**src/rtl/framed_stream_parser.sv**
```systemverilog
// Sync-word framed byte-stream parser: strips header and checksum, forwards the payload
// as an AXI-Stream byte stream, and aborts stalled or oversize frames.
module framed_stream_parser #(
  parameter logic [7:0] SYNC0          = 8'hAA,
  parameter logic [7:0] SYNC1          = 8'h55,
  parameter int         LEN_BYTES      = 1,
  parameter int         MAX_LEN        = 255,
  parameter int         CS_MODE        = 0,
  parameter int         TIMEOUT_CYCLES = 1024,
  parameter int         CNT_W          = 16
) (
  input  logic             clk,
  input  logic             rst,
  input  logic [7:0]       s_axis_tdata,
  input  logic             s_axis_tvalid,
  output logic             s_axis_tready,
  output logic [7:0]       m_axis_tdata,
  output logic             m_axis_tvalid,
  output logic             m_axis_tlast,
  output logic             m_axis_tuser,
  input  logic             m_axis_tready,
  input  logic             stat_clr,
  output logic [CNT_W-1:0] cnt_good,
  output logic [CNT_W-1:0] cnt_bad_cs,
  output logic [CNT_W-1:0] cnt_abort
);

  localparam int TMO_W = (TIMEOUT_CYCLES > 1) ? $clog2(TIMEOUT_CYCLES) : 1;
  localparam logic [TMO_W-1:0] TMO_LAST = TMO_W'((TIMEOUT_CYCLES > 0) ? TIMEOUT_CYCLES - 1 : 0);
  localparam logic [15:0] MAX_LEN_V = 16'(MAX_LEN);
  localparam bit TMO_EN = (TIMEOUT_CYCLES != 0);

  typedef enum logic [2:0] {
    ST_IDLE,
    ST_SYNC,
    ST_LEN_HI,
    ST_LEN_LO,
    ST_PAYLOAD,
    ST_CS,
    ST_FLUSH
  } state_t;

  state_t           state_q;
  logic [7:0]       len_hi_q;
  logic [15:0]      len_q;
  logic [15:0]      byte_cnt_q;
  logic [7:0]       acc_q;
  logic [7:0]       hold_q;
  logic             hold_full_q;
  logic [TMO_W-1:0] tmo_q;
  logic [7:0]       out_data_q;
  logic             out_valid_q;
  logic             out_last_q;
  logic             out_user_q;

  logic        out_free;
  logic        accept;
  logic [15:0] len_now;
  logic        len_over;
  logic [7:0]  acc_next;
  logic        cs_bad;
  logic        tmo_hit;
  logic [2:0]  stat_inc;

  assign out_free      = !out_valid_q || m_axis_tready;
  assign s_axis_tready = (state_q != ST_FLUSH) && out_free;
  assign accept        = s_axis_tvalid && s_axis_tready;

  // With a 1-byte length field len_hi_q stays zero, so one 16-bit path serves both sizes.
  assign len_now  = {len_hi_q, s_axis_tdata};
  assign len_over = len_now > MAX_LEN_V;
  assign acc_next = (CS_MODE == 1) ? acc_q + s_axis_tdata : acc_q ^ s_axis_tdata;
  assign cs_bad   = s_axis_tdata != acc_q;
  assign tmo_hit  = TMO_EN && (state_q != ST_IDLE) && (state_q != ST_FLUSH) &&
                    !accept && (tmo_q == TMO_LAST);

  assign m_axis_tdata  = out_data_q;
  assign m_axis_tvalid = out_valid_q;
  assign m_axis_tlast  = out_last_q;
  assign m_axis_tuser  = out_user_q;

  always_ff @(posedge clk) begin
    if (rst) begin
      state_q     <= ST_IDLE;
      len_hi_q    <= '0;
      len_q       <= '0;
      byte_cnt_q  <= '0;
      acc_q       <= '0;
      hold_q      <= '0;
      hold_full_q <= 1'b0;
      tmo_q       <= '0;
      out_data_q  <= '0;
      out_valid_q <= 1'b0;
      out_last_q  <= 1'b0;
      out_user_q  <= 1'b0;
    end else begin
      if (out_valid_q && m_axis_tready) begin
        out_valid_q <= 1'b0;
      end
      if (state_q == ST_IDLE || state_q == ST_FLUSH || accept) begin
        tmo_q <= '0;
      end else begin
        tmo_q <= tmo_q + TMO_W'(1);
      end

      if (tmo_hit) begin
        state_q <= hold_full_q ? ST_FLUSH : ST_IDLE;
      end else begin
        case (state_q)
          ST_IDLE: begin
            if (accept && s_axis_tdata == SYNC0) state_q <= ST_SYNC;
          end
          ST_SYNC: begin
            if (accept) begin
              if (s_axis_tdata == SYNC1) begin
                state_q <= (LEN_BYTES == 2) ? ST_LEN_HI : ST_LEN_LO;
              end else if (s_axis_tdata != SYNC0) begin
                state_q <= ST_IDLE;
              end
            end
          end
          ST_LEN_HI: begin
            if (accept) begin
              len_hi_q <= s_axis_tdata;
              state_q  <= ST_LEN_LO;
            end
          end
          ST_LEN_LO: begin
            if (accept) begin
              len_q      <= len_now;
              acc_q      <= '0;
              byte_cnt_q <= '0;
              if (len_over) begin
                state_q <= ST_IDLE;
              end else if (len_now == 16'd0) begin
                state_q <= ST_CS;
              end else begin
                state_q <= ST_PAYLOAD;
              end
            end
          end
          ST_PAYLOAD: begin
            if (accept) begin
              acc_q <= acc_next;
              // One-byte delay lets the final payload byte wait for the checksum verdict.
              if (hold_full_q) begin
                out_data_q  <= hold_q;
                out_valid_q <= 1'b1;
                out_last_q  <= 1'b0;
                out_user_q  <= 1'b0;
              end
              hold_q      <= s_axis_tdata;
              hold_full_q <= 1'b1;
              if (byte_cnt_q == len_q - 16'd1) begin
                state_q <= ST_CS;
              end else begin
                byte_cnt_q <= byte_cnt_q + 16'd1;
              end
            end
          end
          ST_CS: begin
            if (accept) begin
              if (hold_full_q) begin
                out_data_q  <= hold_q;
                out_valid_q <= 1'b1;
                out_last_q  <= 1'b1;
                out_user_q  <= cs_bad;
                hold_full_q <= 1'b0;
              end
              state_q <= ST_IDLE;
            end
          end
          ST_FLUSH: begin
            if (out_free) begin
              out_data_q  <= hold_q;
              out_valid_q <= 1'b1;
              out_last_q  <= 1'b1;
              out_user_q  <= 1'b1;
              hold_full_q <= 1'b0;
              state_q     <= ST_IDLE;
            end
          end
          default: state_q <= ST_IDLE;
        endcase
      end
    end
  end

  assign stat_inc[0] = accept && (state_q == ST_CS) && !cs_bad;
  assign stat_inc[1] = accept && (state_q == ST_CS) && cs_bad;
  assign stat_inc[2] = tmo_hit || (accept && (state_q == ST_LEN_LO) && len_over);

  for (genvar gi = 0; gi < 3; gi++) begin : g_stat
    logic [CNT_W-1:0] cnt_q;
    always_ff @(posedge clk) begin
      if (rst || stat_clr) begin
        cnt_q <= '0;
      end else if (stat_inc[gi] && (cnt_q != {CNT_W{1'b1}})) begin
        cnt_q <= cnt_q + CNT_W'(1);
      end
    end
  end

  assign cnt_good   = g_stat[0].cnt_q;
  assign cnt_bad_cs = g_stat[1].cnt_q;
  assign cnt_abort  = g_stat[2].cnt_q;

endmodule

```
**config.mk**
```make
export PLATFORM = sky130hd
export DESIGN_NAME = framed_stream_parser
export DESIGN_NICKNAME = d
export VERILOG_FILES = /design/src/rtl/framed_stream_parser.sv
export SDC_FILE = /design/constraint.sdc
export NUM_CORES = 1
export LEC_CHECK = 0
export ABC_AREA = 1
export CAP_MARGIN = 15
export CORE_MARGIN = 3
export CORE_UTILIZATION = 40
export DETAILED_ROUTE_END_ITERATION = 8
export PLACE_DENSITY = 0.72
export RECOVER_POWER = 100
export SLEW_MARGIN = 30
export SYNTH_ARGS = -nofsm -noshare
export SYNTH_HDL_FRONTEND = slang
export SYNTH_SLANG_ARGS = --single-unit
```
**constraint.sdc**
```tcl
create_clock -name clk -period 2.7 [get_ports clk]
set_input_delay 0.405 -clock clk [delete_from_list [all_inputs] [get_ports clk]]
set_output_delay 0.405 -clock clk [all_outputs]
set_load 0.005 [all_outputs]
```
==> impl_metrics.env, run 1 <==
export IMPL_p_comb_frac=0.141
export IMPL_critPathMaxFanout=8
export IMPL_cts_root_buf="clkbuf_16"
export IMPL_netlist_instances=1039
export IMPL_first_iter_violations=488
export IMPL_dp_hpwl_um=13500
export IMPL_grt_max_degree=38
export IMPL_async_flop_share=0
export IMPL_drtAntennaViolNets=0
export IMPL_numCtsBuffers=17
export IMPL_cts_buffer_depth=2
export IMPL_die_h_um=139
export IMPL_cts_tree="done"
export IMPL_period_minus_slack_ns=2.40
export IMPL_rsz0062_at_grt="no"
export IMPL_synth_top_cell_area_share=0.362
export IMPL_die_area_mm2=0.0194
export IMPL_pwr_share_clk=0.470
export IMPL_outcome="completed"
export IMPL_routed_wl_um=18300
export IMPL_power_internal_mw=3.80
export IMPL_die_w_um=139
export IMPL_cp_arrival_ns=2.74
export IMPL_synth_ff_type="dfxtp_1"
export IMPL_antenna_found_initial=0
export IMPL_grt_overflow_total=0
export IMPL_dr_pass1_iters=5
export IMPL_setup_viol=0
export IMPL_diodes=0
export IMPL_core_area_mm2=0.0174
export IMPL_drive_above_1_share=0.0656
export IMPL_grt_pass1_wl_um=31200
export IMPL_hold_violations=0
export IMPL_tightest_slew_ns=0.744
export IMPL_via_per_inst=5.08
export IMPL_clk_pin_slew_ns=0.06
export IMPL_place_area_mm2=0.00810
export IMPL_fin_nets=1135
export IMPL_layout_commonest_cell="nand2_1"
export IMPL_syn_area_mm2=0.00712
export IMPL_switching_share=0.264
export IMPL_ys_seq_area_frac=0.362
export IMPL_synth_net_count=1058
export IMPL_avgSynthCellArea_um2=6.86
export IMPL_endpoint_kind="flop"
export IMPL_yosys_warnings=0
export IMPL_cts_setup_buffers=0
export IMPL_synthToLayoutAreaGrowth_pct=21.3
export IMPL_clock_latency_ns=0.42
export IMPL_via_count=6878
export IMPL_fin_crit_sh=0.890
export IMPL_hp_class="reg2reg"
export IMPL_route_detailed_drc=0
export IMPL_slew_violations=0
export IMPL_cts_resized=0
export IMPL_ioPinCount=73
export IMPL_slew_headroom=0.504
export IMPL_cts_max_level=4
export IMPL_grt_pass1_vias=6534
export IMPL_yosysTopAreaCell="dfxtp_1"
export IMPL_synth_seq_cells=129
export IMPL_r2r_start="state_q[2]$_SDFFE_PP0P_"
export IMPL_cts_hold_buf=0
export IMPL_power_switching_mw=1.36
export IMPL_synth_edff_count=0
export IMPL_path_class="in2reg"
export IMPL_cts_sink_count=129
export IMPL_p_seq_frac=0.389
export IMPL_vdd_drop_max_mv=0.458
export IMPL_wl_per_cell_um=13.6
export IMPL_drv_cap=0
export IMPL_io_buffers=72
export IMPL_core_rowCount=48
export IMPL_synthTopCellsByArea="dfxtp_1 36%, nand2_1 10%, nor2_1 7.2%"
export IMPL_start_util=0.410
export IMPL_start_kind="input pin"
export IMPL_holdCritStartpoint="m_axis_tdata[4]$_SDFFE_PP0P_"
export IMPL_crit_start="s_axis_tdata[4]"
export IMPL_crit_required_ns=3.03
export IMPL_final_cell_mix="195 x nand2_1, 139 x nor2_1, 129 x dfxtp_1, 123 x inv_1, 101 x a21oi_1"
export IMPL_fin_area_mm2=0.00864
export IMPL_synth_cell_type_count=53
export IMPL_p_leak_nw=3.38
export IMPL_grt_use_total=0.192
export IMPL_p_per_area_mw_per_mm2=598
export IMPL_fmax_mhz=416
export IMPL_gp_congestion=0.891
export IMPL_final_setup_tns_ns=0
export IMPL_clock_skew_ns=0.00954
-- stage by stage --
stage | setup WS, ns | hold slack [ns] | instances | util | power (mW)
floorplan | 0.610 | 0.418 | 1039 | - | 2.61
global placement | 0.142 | 0.429 | 1322 | 0.466 | 2.77
detailed placement | 0.125 | 0.439 | 1322 | 0.466 | 2.78
CTS | 0.362 | 0.448 | 1353 | 0.502 | 5.20
global route | 0.0505 | 0.473 | 1353 | 0.498 | 5.39
finish | 0.296 | 0.441 | 1353 | 0.498 | 5.16
-- cell usage after synthesis (4+ instances only) --
cell type,count
nand2_1,194
nor2_1,136
dfxtp_1,129
inv_1,120
a21oi_1,101
nand3_1,67
o21ai_0,58
xor2_1,42
nor3_1,39
nand4_1,19
nor4_1,15
clkbuf_1,14
buf_2,9
xnor2_1,8
nor2_4,7
ha_1,6
inv_2,6
o21ai_1,6
nand2_2,5
nand2_4,5
clkinv_1,4
nor2_2,4
nor3_2,4
-- area by class of cell --
| cell class | instances | area, um2 |
|---|---|---|
| fillers | 1701 | 8720 |
| multi-input cells | 752 | 3850 |
| flip-flops and latches | 129 | 2580 |
| repair buffers | 86 | 816 |
| inverters | 130 | 488 |
| clock buffers | 21 | 460 |
| well taps | 225 | 282 |
| clock inverters | 10 | 159 |
-- final timing paths --
path	endpoint	slack [ns]	depth (start not counted)
max reg2reg	m_axis_tdata[7]$_SDFFE_PP0P_	0.33	9
max	cnt_good[4]$_SDFFE_PP0P_	0.30	9
min	m_axis_tdata[4]$_SDFFE_PP0P_	0.44	2
min reg2reg	m_axis_tdata[4]$_SDFFE_PP0P_	0.44	2
-- power groups by stage --
stage / logic, mW / clock network [mW] / registers [mW]
finish: 0.730 / 2.42 / 2.01
global route: 0.833 / 2.54 / 2.02
CTS: 0.737 / 2.46 / 2.01
detailed placement: 0.733 / 0 / 2.05
global placement: 0.722 / 0 / 2.05
floorplan: 0.578 / 0 / 2.03
-- routing by layer --
metal	track usage	routed length, um	share of wire
met5	0	0	0
met1	0.237	8290	0.45
met4	0.0613	378	0.021
met3	0.0405	732	0.040
met2	0.334	8940	0.49
-- state kept, by name (all words and copies together) (netlist names) --
signal,count
state_q,3
cnt_bad_cs,16
byte_cnt_q,16
len_hi_q,8
tmo_q,10
acc_q,8
m_axis_tuser,1
cnt_good,16
cnt_abort,16
m_axis_tdata,8
len_q,16
hold_full_q,1
hold_q,8
m_axis_tvalid,1
m_axis_tlast,1
-- logic make-up (layout without fill, tap and decap cells) --
logic type                 after synthesis  count (layout)  synth area share
AOI/OAI and AO/OA                      177             177             0.130
xor gates and xnor gates                51              51            0.0646
adders and majority gates                6               6            0.0105
buffers and inverters                  158             247            0.0876
DFF                                    129             129             0.362
and+or+nand+nor                        518             518             0.345
-- worst max-delay path: stages --
cell             delay, ns
clkdlybuf4s50_1       0.49
xor2_1                0.22
nor4_2                0.46
nand2_2               0.12
nor3_1                0.33
o21ai_1               0.30
o21ai_0               0.23
inv_1                 0.06
nor3_1                0.13
Note: power is estimated with default switching activity, not from simulation.
==> run 2, diff against run 1 <==
CORE_UTILIZATION = 45   (was 40)
GPL_TIMING_DRIVEN = 0   (was default)
HOLD_SLACK_MARGIN = 0.02   (was default)
PLACE_DENSITY = 0.78   (was 0.72)
==> run 2 against run 1 <==
Via count is 2.2% higher. Sequential cell count stayed put. Clock power is 9.9% lower. Total power is 4.5% lower. Critical endpoint is now cnt_good[3]$_SDFFE_PP0P_. Largest cell class unchanged. Highest routed layer unchanged.
==> impl_metrics.env, run 2 (synthesis gave the netlist of run 1 again) <==
export IMPL_outcome="completed"
export IMPL_hp_class="in2reg"
export IMPL_numCtsBuffers=17
export IMPL_vdd_drop_max_mv=0.482
export IMPL_routed_wl_um=18500
export IMPL_tightest_slew_ns=0.678
export IMPL_io_buffers=71
export IMPL_cts_tree="done"
export IMPL_cp_arrival_ns=2.84
export IMPL_cts_buffer_depth=2
export IMPL_clock_skew_ns=0.0104
export IMPL_grt_pass1_wl_um=30300
export IMPL_timing_hold_ws_ns=0.411
export IMPL_crit_start="s_axis_tdata[2]"
export IMPL_synthToLayoutAreaGrowth_pct=20.8
export IMPL_p_comb_frac=0.150
export IMPL_r2r_slack_ns=0.24
export IMPL_grt_overflow_total=0
export IMPL_cts_hold_buf=0
export IMPL_grt_pass1_vias=6377
export IMPL_cts_root_buf="clkbuf_16"
export IMPL_diodes=0
export IMPL_drv_cap=0
export IMPL_gp_congestion=0.918
export IMPL_rsz0062_at_grt="no"
export IMPL_cts_max_level=4
export IMPL_p_seq_frac=0.407
export IMPL_dp_hpwl_um=13900
export IMPL_p_per_area_mw_per_mm2=573
export IMPL_ioPinCount=73
export IMPL_clk_pin_slew_ns=0.06
export IMPL_pwr_share_clk=0.443
export IMPL_crit_required_ns=3.00
export IMPL_via_count=7031
export IMPL_switching_share=0.291
export IMPL_die_w_um=132
export IMPL_layout_commonest_cell="nand2_1"
export IMPL_slew_headroom=0.544
export IMPL_p_leak_nw=3.34
export IMPL_slew_violations=0
export IMPL_final_cell_mix="195 x nand2_1, 138 x nor2_1, 129 x dfxtp_1, 120 x inv_1, 101 x a21oi_1"
export IMPL_core_area_mm2=0.0154
export IMPL_power_internal_mw=3.49
export IMPL_wl_per_cell_um=13.7
export IMPL_drive_above_1_share=0.0692
export IMPL_drtAntennaViolNets=0
export IMPL_grt_max_degree=17
export IMPL_r2r_start="state_q[2]$_SDFFE_PP0P_"
export IMPL_via_per_inst=5.20
export IMPL_endpoint_kind="flop"
export IMPL_core_rowCount=45
export IMPL_r2r_cells=10
export IMPL_start_util=0.463
export IMPL_start_kind="input pin"
export IMPL_finalPower_mw=4.93
export IMPL_cts_setup_buffers=0
export IMPL_first_iter_violations=527
export IMPL_grt_use_total=0.209
export IMPL_timing_rr_end="acc_q[0]$_SDFFE_PP0P_"
export IMPL_die_area_mm2=0.0174
export IMPL_antenna_found_initial=0
export IMPL_dr_pass1_iters=8
export IMPL_fin_nets=1148
export IMPL_route_detailed_drc=0
export IMPL_endpoint="cnt_good[3]$_SDFFE_PP0P_"
export IMPL_power_switching_mw=1.44
export IMPL_die_h_um=132
export IMPL_fmax_mhz=395
export IMPL_hold_violations=0
export IMPL_path_class="in2reg"
export IMPL_setup_viol=0
export IMPL_fin_crit_sh=0.938
export IMPL_critPathMaxFanout=8
export IMPL_clock_latency_ns=0.42
export IMPL_final_setup_tns_ns=0
export IMPL_cts_sink_count=129
export IMPL_period_minus_slack_ns=2.53
-- run 2: cell count changes in the layout (fill, tap and decap cells not counted), moves of 3 or more --
cell	previous run	this run
buf_2	0	5
buf_4	11	0
bufinv_16	4	1
clkbuf_1	4	18
clkinvlp_4	2	5
inv_1	123	120
inv_2	3	6
inv_6	0	5
-- run 2: layer usage --
layer  share of wire  wire, um  GRT usage  vias to the layer above
li1                -         -          -                     3573
met1            0.46      8480      0.272                     3248
met2            0.48      8870      0.354                      196
met3           0.053       984     0.0492                       14
met4           0.010       194     0.0496                        0
met5               0         0          0                        -
-- run 2: critical path, stage by stage --
cell and delay [ns]:
clkdlybuf4s50_1 0.51, xor2_1 0.22, nor4_1 0.63, nand2_2 0.15, nor3b_2 0.48, nand2_1 0.16, o21ai_0 0.23, a21oi_1 0.06
-- run 2: per-stage QoR --
step,utilization,setup WS (ns),cell area (um2),instances
after floorplan,-,0.610,7120,1039
after global placement,0.527,0.0690,8100,1321
after detailed placement,0.527,0.0521,8100,1321
after CTS,0.563,0.170,8660,1353
after global routing,0.560,0.00172,8610,1353
final,0.560,0.167,8610,1353
-- run 2: worst min-delay path by stage --
| stage | start | endpoint | slack, ns | depth (start not counted) |
|---|---|---|---|---|
| 2_1_floorplan | tmo_q[0]$_SDFF_PP0_ | tmo_q[0]$_SDFF_PP0_ | 0.42 | 1 |
| 3_3_place_gp | tmo_q[0]$_SDFF_PP0_ | tmo_q[0]$_SDFF_PP0_ | 0.43 | 1 |
| 3_5_place_dp | tmo_q[0]$_SDFF_PP0_ | tmo_q[0]$_SDFF_PP0_ | 0.44 | 1 |
| 4_1_cts | rst | acc_q[2]$_SDFFE_PP0P_ | 0.41 | 2 |
| 5_1_grt | rst | acc_q[2]$_SDFFE_PP0P_ | 0.44 | 2 |
| 6_report | rst | acc_q[1]$_SDFFE_PP0P_ | 0.41 | 2 |
-- run 2: power by group through the flow --
stage,combinational (mW),clock [mW],sequential [mW]
final,0.738,2.18,2.01
after global placement,0.722,0,2.05
after CTS,0.739,2.20,2.01
after detailed placement,0.736,0,2.05
after floorplan,0.578,0,2.03
after global routing,0.846,2.27,2.02
-- run 2: timing repair --
item | in CTS | in global routing
endpoints found under the hold margin | 0 | 0
endpoints found under the setup margin | 0 | 14
gates resized for setup | 0 | 2
-- run 2: cell type report --
cell class / instances / area [um2]
inverter: 130 / 488
timing repair buffer: 71 / 711
clock inverter: 14 / 130
fill: 1459 / 6770
sequential: 129 / 2580
multi-input combinational: 752 / 3870
buffer: 28 / 134
tap: 211 / 264
clock buffer: 18 / 429
==> run 3, diff against run 2 <==
CAP_MARGIN = 20   (was 15)
PLACE_DENSITY = 0.66   (was 0.78)
==> run 3 against run 2 <==
Critical endpoint is now cnt_abort[4]$_SDFFE_PP0P_. Global-route usage up 0.59 points. Fmax grew 2.2%. Design area rose by 0.28%. Clock power about the same. Hold slack better by 0.021 ns. Combinational power is 1% higher. Cell count did not move. Largest power group unchanged. First-iteration DRC count decreased by 17%. Sequential cell count did not move. Routed wire length rose by 1.1%.
==> impl_metrics.env, run 3 (synthesis gave the netlist of run 1 again) <==
export IMPL_path_class="reg2reg"
export IMPL_p_leak_nw=3.36
export IMPL_slew_violations=0
export IMPL_wl_per_cell_um=13.8
export IMPL_drv_cap=0
export IMPL_r2r_start="state_q[2]$_SDFFE_PP0P_"
export IMPL_io_buffers=71
export IMPL_route_detailed_drc=0
export IMPL_p_per_area_mw_per_mm2=574
export IMPL_cts_buffer_depth=2
export IMPL_rsz0062_at_grt="no"
export IMPL_diodes=0
export IMPL_pwr_share_clk=0.444
export IMPL_p_comb_frac=0.151
export IMPL_r2r_slack_ns=0.22
export IMPL_ioPinCount=73
export IMPL_tightest_slew_ns=0.637
export IMPL_power_internal_mw=3.44
export IMPL_critPathTopFamily="simple AND/OR/NAND/NOR gates"
export IMPL_cts_root_buf="clkbuf_16"
export IMPL_grt_pass1_wl_um=31200
export IMPL_clock_latency_ns=0.42
export IMPL_grt_max_degree=17
export IMPL_cts_resized=0
export IMPL_cts_setup_buffers=0
export IMPL_final_setup_tns_ns=0
export IMPL_via_count=6914
export IMPL_crit_start="state_q[2]$_SDFFE_PP0P_"
export IMPL_cts_hold_buf=0
export IMPL_cpPeakStageDelay_ns=0.30
export IMPL_antenna_found_initial=1
export IMPL_clock_skew_ns=0.0117
export IMPL_p_seq_frac=0.405
export IMPL_first_iter_violations=439
export IMPL_die_area_mm2=0.0174
export IMPL_dp_hpwl_um=13900
export IMPL_setup_ws_ns=0.222
export IMPL_layout_commonest_cell="nand2_1"
export IMPL_endpoint="cnt_abort[4]$_SDFFE_PP0P_"
export IMPL_cp_cell_sequence="clkbuf_1 > nand3_1 > nand2_1 > nor2_4 > inv_1 > nor2_4 > nand2_1 > nand2_1 > nand2_4 > inv_2 > nand3_1 > o21ai_1 > o21ba_1"
export IMPL_slowest_stage="dfxtp_1"
export IMPL_crit_buf_inv=3
export IMPL_endpoint_kind="flop"
export IMPL_hold_violations=0
export IMPL_placed_cells=1321
export IMPL_vdd_drop_max_mv=0.465
export IMPL_worst_path_stages=13
export IMPL_stdcell_count=1353
export IMPL_drtAntennaViolNets=0
export IMPL_fmax_mhz=404
export IMPL_r2r_cells=13
export IMPL_cts_tree="done"
export IMPL_critPathMaxFanout=10
export IMPL_post_place_ws_ns=0.0156
export IMPL_cts_sink_count=129
export IMPL_start_kind="flop"
export IMPL_core_area_mm2=0.0154
export IMPL_hp_class="in2reg"
export IMPL_slew_headroom=0.576
export IMPL_setup_viol=0
export IMPL_fin_area_mm2=0.00863
export IMPL_grt_use_total=0.215
export IMPL_final_cell_mix="197 x nand2_1, 137 x nor2_1, 129 x dfxtp_1, 121 x inv_1, 101 x a21oi_1"
export IMPL_grt_pass1_vias=6534
export IMPL_cp_arrival_ns=2.78
export IMPL_grt_overflow_total=0
export IMPL_dr_pass1_iters=5
export IMPL_cts_max_level=4
export IMPL_period_minus_slack_ns=2.48
export IMPL_gp_congestion=0.933
export IMPL_crit_required_ns=3.01
export IMPL_routed_wl_um=18700
export IMPL_switching_share=0.306
export IMPL_die_h_um=132
export IMPL_timing_rr_end="cnt_abort[4]$_SDFFE_PP0P_"
export IMPL_outcome="completed"
export IMPL_cp_common_cell="nand2_1"
export IMPL_fin_crit_sh=0.918
export IMPL_power_switching_mw=1.52
export IMPL_numCtsBuffers=17
export IMPL_die_w_um=132
export IMPL_via_per_inst=5.11
export IMPL_start_util=0.463
export IMPL_synthToLayoutAreaGrowth_pct=21.1
export IMPL_fin_nets=1148
export IMPL_finalPower_mw=4.95
export IMPL_place_area_mm2=0.00810
export IMPL_drive_above_1_share=0.0692
export IMPL_clk_pin_slew_ns=0.06
export IMPL_core_rowCount=45
## run 3: worst min path at each step
stage                              from                     to  slack, ns  cells after the start
finish                              rst  acc_q[0]$_SDFFE_PP0P_       0.43                      2
global placement    tmo_q[0]$_SDFF_PP0_    tmo_q[0]$_SDFF_PP0_       0.43                      1
global route                        rst  acc_q[0]$_SDFFE_PP0P_       0.45                      2
CTS                                 rst  acc_q[3]$_SDFFE_PP0P_       0.43                      2
floorplan           tmo_q[0]$_SDFF_PP0_    tmo_q[0]$_SDFF_PP0_       0.42                      1
detailed placement  tmo_q[0]$_SDFF_PP0_    tmo_q[0]$_SDFF_PP0_       0.44                      1
## run 3: metrics by stage
stage,util,hold slack (ns)
global route,0.561,0.452
CTS,0.564,0.434
floorplan,-,0.418
detailed placement,0.527,0.442
finish,0.561,0.432
global placement,0.527,0.434
## run 3: power groups by stage
stage	Sequential, mW	Combinational, mW	Clock, mW
2_1_floorplan	2.03	0.578	0
3_3_place_gp	2.05	0.741	0
3_5_place_dp	2.05	0.746	0
4_1_cts	2.01	0.749	2.24
5_1_grt	2.01	0.858	2.34
6_report	2.01	0.747	2.20
## run 3: final cells by class
cell class | count | area, um2
fill | 1538 | 6740
multi-input combinational | 752 | 3880
buffer | 28 | 131
clock inverter | 15 | 148
sequential | 129 | 2580
tap | 211 | 264
timing repair buffer | 71 | 711
inverter | 130 | 488
clock buffer | 17 | 425
## run 3: metal layers
layer	GRT usage	share of wire	vias to the layer above
li1	-	-	3584
met3	0.0504	0.043	24
met2	0.353	0.47	142
met5	0	0.00043	-
met4	0.0642	0.017	2
met1	0.284	0.47	3162
